==> src/rtl/arrhythmia_stream_driver_if.sv <==
// rtl/arrhythmia_stream_driver_if.sv - stream, accelerator and status signals of the arrhythmia stream driver
interface arrhythmia_stream_driver_if #(
    parameter int BITSIZE = 16,
    parameter int N_IN    = 10,
    parameter int N_OUT   = 2
);
    logic                     s_valid;
    logic [BITSIZE-1:0]       s_data;
    logic                     s_ready;
    logic [BITSIZE*N_IN-1:0]  acc_x;
    logic                     acc_start;
    logic                     acc_done;
    logic [BITSIZE*N_OUT-1:0] acc_y;
    logic                     m_valid;
    logic [BITSIZE-1:0]       m_data;
    logic                     m_last;
    logic                     m_ready;
    logic                     busy;
    logic                     timeout_err;

    modport master (
        output s_valid, s_data, acc_done, acc_y, m_ready,
        input  s_ready, acc_x, acc_start, m_valid, m_data, m_last, busy, timeout_err
    );

    modport slave (
        input  s_valid, s_data, acc_done, acc_y, m_ready,
        output s_ready, acc_x, acc_start, m_valid, m_data, m_last, busy, timeout_err
    );
endinterface

==> src/rtl/arrhythmia_stream_driver.sv <==
// rtl/arrhythmia_stream_driver.sv - gathers feature words, runs the accelerator, streams its results
module arrhythmia_stream_driver #(
    parameter int BITSIZE      = 16,
    parameter int N_IN         = 10,
    parameter int N_OUT        = 2,
    parameter int START_CYCLES = 2,
    parameter int TIMEOUT      = 255
) (
    input  logic                        clk,
    input  logic                        reset_n,
    arrhythmia_stream_driver_if.slave   bus
);
    localparam int WCW = (N_IN > 1) ? $clog2(N_IN) : 1;
    localparam int OCW = (N_OUT > 1) ? $clog2(N_OUT) : 1;
    localparam int SCW = $clog2(START_CYCLES + 1);
    localparam int TCW = $clog2(TIMEOUT + 1);

    typedef enum logic [1:0] {ST_LOAD, ST_START, ST_WAIT, ST_SEND} state_t;

    state_t                   state_q, state_d;
    logic [WCW-1:0]           word_cnt_q, word_cnt_d;
    logic [OCW-1:0]           out_idx_q, out_idx_d;
    logic [SCW-1:0]           start_cnt_q, start_cnt_d;
    logic [TCW-1:0]           wait_cnt_q, wait_cnt_d;
    logic [BITSIZE*N_IN-1:0]  acc_x_q, acc_x_d;
    logic [BITSIZE*N_OUT-1:0] ybuf_q, ybuf_d;
    logic                     done_q, done_d;
    logic                     timeout_err_q, timeout_err_d;

    logic               accept;
    logic               last_word;
    logic               last_out;
    logic               done_rise;
    logic               timeout_hit;
    logic [BITSIZE-1:0] word_in;

    assign accept      = (state_q == ST_LOAD) && bus.s_valid;
    assign last_word   = (word_cnt_q == WCW'(N_IN - 1));
    assign last_out    = (out_idx_q == OCW'(N_OUT - 1));
    // Edge detect so a done flag still high from a previous run cannot complete this one.
    assign done_rise   = (state_q == ST_WAIT) && bus.acc_done && !done_q;
    assign timeout_hit = (state_q == ST_WAIT) && !done_rise && (wait_cnt_q == TCW'(TIMEOUT - 1));
    assign word_in     = (bus.s_data == {1'b1, {(BITSIZE-1){1'b0}}}) ? '0 : bus.s_data;

    always_ff @(posedge clk or negedge reset_n) begin
        if (!reset_n) begin
            state_q       <= ST_LOAD;
            word_cnt_q    <= '0;
            out_idx_q     <= '0;
            start_cnt_q   <= '0;
            wait_cnt_q    <= '0;
            acc_x_q       <= '0;
            ybuf_q        <= '0;
            done_q        <= 1'b0;
            timeout_err_q <= 1'b0;
        end else begin
            state_q       <= state_d;
            word_cnt_q    <= word_cnt_d;
            out_idx_q     <= out_idx_d;
            start_cnt_q   <= start_cnt_d;
            wait_cnt_q    <= wait_cnt_d;
            acc_x_q       <= acc_x_d;
            ybuf_q        <= ybuf_d;
            done_q        <= done_d;
            timeout_err_q <= timeout_err_d;
        end
    end

    always_comb begin
        state_d = state_q;
        case (state_q)
            ST_LOAD:  if (accept && last_word) state_d = ST_START;
            ST_START: if (start_cnt_q == SCW'(START_CYCLES - 1)) state_d = ST_WAIT;
            ST_WAIT: begin
                if (done_rise)        state_d = ST_SEND;
                else if (timeout_hit) state_d = ST_LOAD;
            end
            ST_SEND:  if (bus.m_ready && last_out) state_d = ST_LOAD;
            default:  state_d = ST_LOAD;
        endcase
    end

    always_comb begin
        word_cnt_d    = word_cnt_q;
        out_idx_d     = out_idx_q;
        start_cnt_d   = '0;
        wait_cnt_d    = '0;
        acc_x_d       = acc_x_q;
        ybuf_d        = ybuf_q;
        done_d        = bus.acc_done;
        timeout_err_d = timeout_err_q | timeout_hit;

        if (accept) begin
            acc_x_d[BITSIZE*int'(word_cnt_q) +: BITSIZE] = word_in;
            word_cnt_d = last_word ? '0 : word_cnt_q + 1'b1;
        end
        if (state_q == ST_START) start_cnt_d = start_cnt_q + 1'b1;
        if (state_q == ST_WAIT)  wait_cnt_d  = wait_cnt_q + 1'b1;
        if (done_rise)           ybuf_d      = bus.acc_y;
        if ((state_q == ST_SEND) && bus.m_ready)
            out_idx_d = last_out ? '0 : out_idx_q + 1'b1;
    end

    always_comb begin
        bus.s_ready     = (state_q == ST_LOAD);
        bus.busy        = (state_q != ST_LOAD);
        bus.acc_start   = (state_q == ST_START);
        bus.acc_x       = acc_x_q;
        bus.m_valid     = (state_q == ST_SEND);
        bus.m_last      = (state_q == ST_SEND) && last_out;
        bus.m_data      = '0;
        bus.timeout_err = timeout_err_q;
        if (state_q == ST_SEND) bus.m_data = ybuf_q[BITSIZE*int'(out_idx_q) +: BITSIZE];
    end
endmodule

==> src/flat_wrapper.sv <==
// flat-port wrapper written by rule: the top's interface ports become plain ports
module arrhythmia_stream_driver_flat 
#(
    parameter int BITSIZE      = 16,
    parameter int N_IN         = 10,
    parameter int N_OUT        = 2,
    parameter int START_CYCLES = 2,
    parameter int TIMEOUT      = 255
)
  (clk, reset_n, bus_s_valid, bus_s_data, bus_acc_done, bus_acc_y, bus_m_ready, bus_s_ready, bus_acc_x, bus_acc_start, bus_m_valid, bus_m_data, bus_m_last, bus_busy, bus_timeout_err);
  arrhythmia_stream_driver_if #(.BITSIZE(BITSIZE), .N_IN(N_IN), .N_OUT(N_OUT)) bus_i ();
  input  logic clk;
  input  logic reset_n;
  input wire logic [$bits(bus_i.s_valid)-1:0] bus_s_valid;
  input wire logic [$bits(bus_i.s_data)-1:0] bus_s_data;
  input wire logic [$bits(bus_i.acc_done)-1:0] bus_acc_done;
  input wire logic [$bits(bus_i.acc_y)-1:0] bus_acc_y;
  input wire logic [$bits(bus_i.m_ready)-1:0] bus_m_ready;
  output wire logic [$bits(bus_i.s_ready)-1:0] bus_s_ready;
  output wire logic [$bits(bus_i.acc_x)-1:0] bus_acc_x;
  output wire logic [$bits(bus_i.acc_start)-1:0] bus_acc_start;
  output wire logic [$bits(bus_i.m_valid)-1:0] bus_m_valid;
  output wire logic [$bits(bus_i.m_data)-1:0] bus_m_data;
  output wire logic [$bits(bus_i.m_last)-1:0] bus_m_last;
  output wire logic [$bits(bus_i.busy)-1:0] bus_busy;
  output wire logic [$bits(bus_i.timeout_err)-1:0] bus_timeout_err;
  assign bus_i.s_valid = bus_s_valid;
  assign bus_i.s_data = bus_s_data;
  assign bus_i.acc_done = bus_acc_done;
  assign bus_i.acc_y = bus_acc_y;
  assign bus_i.m_ready = bus_m_ready;
  assign bus_s_ready = bus_i.s_ready;
  assign bus_acc_x = bus_i.acc_x;
  assign bus_acc_start = bus_i.acc_start;
  assign bus_m_valid = bus_i.m_valid;
  assign bus_m_data = bus_i.m_data;
  assign bus_m_last = bus_i.m_last;
  assign bus_busy = bus_i.busy;
  assign bus_timeout_err = bus_i.timeout_err;
  arrhythmia_stream_driver #(.BITSIZE(BITSIZE), .N_IN(N_IN), .N_OUT(N_OUT), .START_CYCLES(START_CYCLES), .TIMEOUT(TIMEOUT)) u_core (.clk(clk), .reset_n(reset_n), .bus(bus_i));
endmodule
==> config.mk <==
export PLATFORM = sky130hd
export DESIGN_NAME = arrhythmia_stream_driver_flat
export DESIGN_NICKNAME = d
export VERILOG_FILES = /design/src/rtl/arrhythmia_stream_driver_if.sv /design/src/rtl/arrhythmia_stream_driver.sv /design/src/flat_wrapper.sv
export SDC_FILE = /design/constraint.sdc
export NUM_CORES = 1
export LEC_CHECK = 0
export ABC_AREA = 0
export BUFFER_PORTS_ARGS = -buffer_cell sky130_fd_sc_hd__buf_2
export CORE_UTILIZATION = 35
export DETAILED_ROUTE_END_ITERATION = 7
export PLACE_DENSITY = 0.68
export SLEW_MARGIN = 20
export SYNTH_ARGS = -nofsm -noshare
export SYNTH_HDL_FRONTEND = slang
export SYNTH_SLANG_ARGS = --single-unit
==> constraint.sdc <==
create_clock -name clk -period 3 [get_ports clk]
set_input_delay 0.3 -clock clk [delete_from_list [all_inputs] [get_ports clk]]
set_output_delay 0.3 -clock clk [all_outputs]
set_load 0.02 [all_outputs]
; Word-level counts from Yosys, hierarchy flattened
; Cells that the tools add are included.
[word_totals]
reg_bits = 211
latchBits = 0
ramBits = 0
mem_bits_ro = 0
inputBits = 53
out_inout_bits = 182
wordCells = 56
mem_count = 0
[classes]
n_addsub = 5
multipliers = 0
div_mod_pow = 0
magnitude_cmp = 0
eq_ne = 11
shift = 3
mux = 13
bitwise_logic = 1
reduce_logical = 14
[op_table]
columns = op, count
row1 = bitwise mux 160 bit, 1
row2 = "variable shift 16 x 33 -> 160 bit, first input constant", 1
row3 = variable part select 16 x 33 -> 160 bit, 1
row4 = negation 8 -> 33 bit, 1
row5 = 2-to-1 mux 16 bit, 2
row6 = variable part select 32 x 6 -> 16 bit, 1
row7 = "== test 16 bit, second input constant", 1
row8 = 2-to-1 mux 2 bit, 6
row9 = logical AND 1 bit, 9
row10 = "adder 8 x 1 -> 8 bit, second input constant", 1
row11 = "== test 8 bit, second input constant", 1
row12 = 2-to-1 mux 8 bit, 1
row13 = one-hot mux 2 bit (4 select lines), 1
row14 = "!= test 2 x 1 -> 1 bit, second input constant", 3
row15 = "adder 4 x 1 -> 4 bit, second input constant", 1
row16 = "== test 2 x 1 -> 1 bit, second input constant", 2
row17 = "== test 2 bit, second input constant", 2
row18 = "== test 4 bit, second input constant", 1
row19 = 2-to-1 mux 4 bit, 1
row20 = AND reduction 4 bit, 1
row21 = "!= test 3 x 1 -> 1 bit, second input constant", 1
row22 = "adder 2 x 1 -> 2 bit, second input constant", 1
row23 = logical NOT 1 bit, 2
row24 = logical NOT 2 bit, 1
row25 = other kinds (4), 4

; Depth between registers and ports, before layout
[logic_depth]
ltp_word = 9
mapped_depth = 10
ltp_nobuf = 6

; Worst setup path after synthesis
; Ideal clock, no wire load.
[synth_timing]
kind = register to register
start = register u_core.word_cnt_q[0]
end = register u_core.acc_x_q[70], in the netlist u_core.bus.acc_x[70]
setup_ns = 0.125
arrival_ns = 2.440
required_ns = 2.875
path_slack_ns = 0.436
stages_incl_launch_ff = 9
synth_period_minus_slack_ns = 2.564
cell_sequence = dfrtp_1 -> buf_2 -> clkbuf_1 -> inv_1 -> ha_1 -> buf_1 -> a211oi_4 -> buf_4 -> mux2_2
[synth_via]
elab_chain_len = 3
[synth_lines]
columns = element, line
row1 = start: declaration, arrhythmia_stream_driver.sv:21  ; logic [WCW-1:0] word_cnt_q, word_cnt_d;
row2 = start signal: assignment, arrhythmia_stream_driver.sv:58  ; word_cnt_q <= word_cnt_d;
row3 = negation 8 -> 33 bit (*), arrhythmia_stream_driver.sv:94  ; acc_x_d[BITSIZE*int'(word_cnt_q) +: BITSIZE] = word_in;
row4 = variable part select 16 x 33 -> 160 bit / variable shift 16 x 33 -> 160 bit (equally long branches), arrhythmia_stream_driver.sv:94
row5 = bitwise mux 160 bit (*), arrhythmia_stream_driver.sv:94
row6 = end signal: assignment, arrhythmia_stream_driver.sv:52  ; acc_x_q <= '0;
row7 = end signal: assignment, arrhythmia_stream_driver.sv:62  ; acc_x_q <= acc_x_d;
row8 = end: declaration, arrhythmia_stream_driver.sv:25  ; logic [BITSIZE*N_IN-1:0] acc_x_q, acc_x_d;
; Every way passes the cells marked *; elsewhere a longest branch is shown, timed or not.
; A chain may end at the register's enable or synchronous reset.

; Worst setup path after layout
[layout_timing]
start = register u_core.word_cnt_q[1]
end = register u_core.acc_x_q[33], in the netlist u_core.bus.acc_x[33]
; The elaborated chain is that of the path after synthesis.

==> results_dict.tcl <==
set metrics [dict create \
    status "finished, final reports clean" \
    slew_headroom 0.360 \
    io_buffers 234 \
    cellPowerDensity_nw_per_um2 1000 \
    drive_gt1_frac 0.352 \
    grt_antenna_before_repair 1 \
    nets 1112 \
    worstPathArrival_ns 3.17 \
    vias 6754 \
    hpwl_mm 16.7 \
    wl_per_cell_microns 17.4 \
    drtIter0Drc 561 \
    synth_cells 805 \
    final_common_cell "buf_2" \
    max_slew.worst_pin.slew_ns 0.959 \
    mostFrequentLayoutCells "233 x buf_2, 211 x dfrtp_1, 171 x nand2_1, 92 x o21ai_0, 60 x mux2_2" \
    fmax_ghz 0.360 \
    h-tree-depth 1 \
    synth-seq-area-share 0.599 \
    cts_tree "built" \
    synth-seq-cells 211 \
    yosysTopAreaCell "dfrtp_1" \
    synth_cell_types 40 \
    timing.rr.start "u_core.word_cnt_q[1]" \
    setup_tns_ns 0 \
    place_ws_ns 0.261 \
    finalWorstSetupSlack_ns 0.223 \
    viasPerCell 4.85 \
    async_reset_ff_frac 1.00 \
    worstPathRequired_ns 3.39 \
    rsz0062_at_grt "false" \
    setup_viol 0 \
    finalClockSkew_ns 0.0192 \
    insertion_delay_ns 0.52 \
    row_count 57 \
    synth_area_leaders "dfrtp_1 60%, mux2_2 7.7%, nand2_1 7.3%, o21ai_0 5.2%, o31ai_1 3.3%" \
    finalPower_w 0.0113 \
    clkPwrFrac 0.268 \
    hp-class "input pin to flip-flop" \
    critPathTopFamily "compound AO/OA/AOI/OAI gates" \
    switching_share 0.386 \
    grt_max_degree 81 \
    path_clk_slew_ns 0.06 \
    post-route-min-period_ns 2.78 \
    clk_path_buf_depth 3 \
    cts_buffers 25 \
    syn_area_per_cell_sq_um 10.9 \
    synth_top_area_frac 0.599 \
    slowest_stage "a211o_1" \
    crit_start "u_core.word_cnt_q[1]" \
    crit_path_end_kind "flip-flop" \
    maxCapViolations 0 \
    place_area_sq_um 10400 \
    combPwrFrac 0.361 \
    crit_chain "nor3_1 > ha_1 > nor3b_2 > nand2_2 > a211o_1 > mux2_2" \
    syn_to_final_growth_pct 28.8 \
    nFillCells 2352 \
    switching_power_w 0.00438 \
    hold_viol 0 \
    globalplace.congestion 0.820 \
    wirelength_mm 24.3 \
    grt_pass1_wl_mm 38.3 \
    crit_path_max_incr_delay_ns 0.74 \
    detail-route-antenna-nets 0 \
    synth_top_flop_cell "dfrtp_1" \
    grt_pass1_vias 6758 \
    drcViolationCount 0 \
    power.leakage_nw 5.82 \
    multi_input_area_sq_um 3230 \
    timing.critical_path.from_type "flip-flop" \
    synthesis.nets 865 \
    placed_cells 1334 \
    crit_fanout 16 \
    timing.final.crit_share 0.926 \
    dieHeight_microns 161 \
    track_usage 0.189 \
    synth-edff-count 0 \
    io_pins 235 \
    slew_violations 0 \
    fp.coreArea_sq_um 24500 \
    seq_area_sq_um 5280 \
    pwr-share-seq 0.370 \
    path_buf_inv 0 \
    clockRootBuffer "clkbuf_16" \
    yosysWarnings 0 \
    instances_no_fill 1393 \
    synth_area_sq_um 8810 \
    vdd_drop_max_mv 0.510 \
    fin_area_sq_um 11300 \
    p_int_w 0.00697 \
    die_area_sq_um 25800 \
    post_cts_buffers 0 \
    hp-start "bus_acc_y[5]" \
    crit_type "flip-flop to flip-flop" \
    firstDrtPassIters 6 \
    gr-total-overflow 0 \
    die_w_microns 161 \
    start_util 0.359 \
    cts.sinks 211 \
]
[per-layer routing]
layer,global-route usage,vias up,routed length [microns]
li1,-,3241,-
met1,0.264,3239,10800
met5,0,-,0
met4,0.0779,0,789
met3,0.0338,53,1440
met2,0.291,221,11300
[power groups by stage]
stage	clock, W	sequential [W]	combinational [W]
2_1_floorplan	0	0.00478	0.00206
3_3_place_gp	0	0.00422	0.00406
3_5_place_dp	0	0.00426	0.00413
4_1_cts	0.00312	0.00421	0.00415
5_1_grt	0.00324	0.00432	0.00450
6_report	0.00304	0.00420	0.00410
[metrics by stage]
stage	utilization	hold slack (ns)
5_1_grt	0.462	0.00693
3_3_place_gp	0.423	0.327
2_1_floorplan	-	0.00441
4_1_cts	0.462	0.000511
6_report	0.462	0.0197
3_5_place_dp	0.423	0.324
[synth_stat cells (2+ instances only)]
master	count
buf_2	11
o21ai_0	92
mux2_4	10
nor2_1	31
mux2i_1	17
dfrtp_1	211
nand3_1	23
buf_6	3
xor2_1	5
xnor2_1	3
o31ai_1	39
nor4b_1	2
and4_1	2
and3_1	4
nand2b_1	5
nand2_1	171
buf_1	2
inv_1	24
mux2_2	60
and2_1	2
nand4_1	6
nor3_1	16
nor2b_1	4
o2111ai_1	4
ha_1	7
nor4_1	3
clkbuf_1	35
[final timing paths]
path / endpoint / slack, ns / depth (start not counted)
setup / recovery: u_core.bus.acc_x[33] / 0.22 / 6
hold / removal: u_core.ybuf_q[5] / 0.02 / 2
setup reg to reg: u_core.bus.acc_x[33] / 0.22 / 6
hold reg to reg: u_core.start_cnt_q[0] / 0.45 / 1
max in group asynchronous: u_core.ybuf_q[19] / 1.78 / 3
min in group asynchronous: u_core.bus.acc_x[56] / 0.34 / 2
[kinds of logic after synthesis]
kind of cell | synth area share
muxes | 0.113
buffers and inverters | 0.0369
xor gates and xnor gates | 0.00795
AOI/OAI and AO/OA | 0.0963
DFF | 0.599
adders and majority gates | 0.00994
and+or+nand+nor | 0.136
[final cells by class]
type	count	share of cell area
timing repair buffer	272	0.134
clock inverter	9	0.0113
multi-input combinational	518	0.285
clock buffer	34	0.0608
antenna	1	0.000221
sequential	211	0.466
tap	324	0.0357
inverter	24	0.00794
[sequential cells by signal, indices dropped and copies added (netlist names)]
register	cells
u_core.bus.acc_x	160
u_core.ybuf_q	32
u_core.wait_cnt_q	8
u_core.word_cnt_q	4
u_core.start_cnt_q	2
u_core.state_q	2
u_core.bus.timeout_err	1
u_core.done_q	1
u_core.last_out	1
[timing repair]
| item | 4_1_cts | 5_1_grt |
|---|---|---|
| hold buffers | 15 | 0 |
| gates resized for setup | 0 | 0 |
| hold endpoints to repair | 90 | 0 |
| endpoints found under the setup margin | 0 | 0 |
Power figures use the tool's default switching activity.
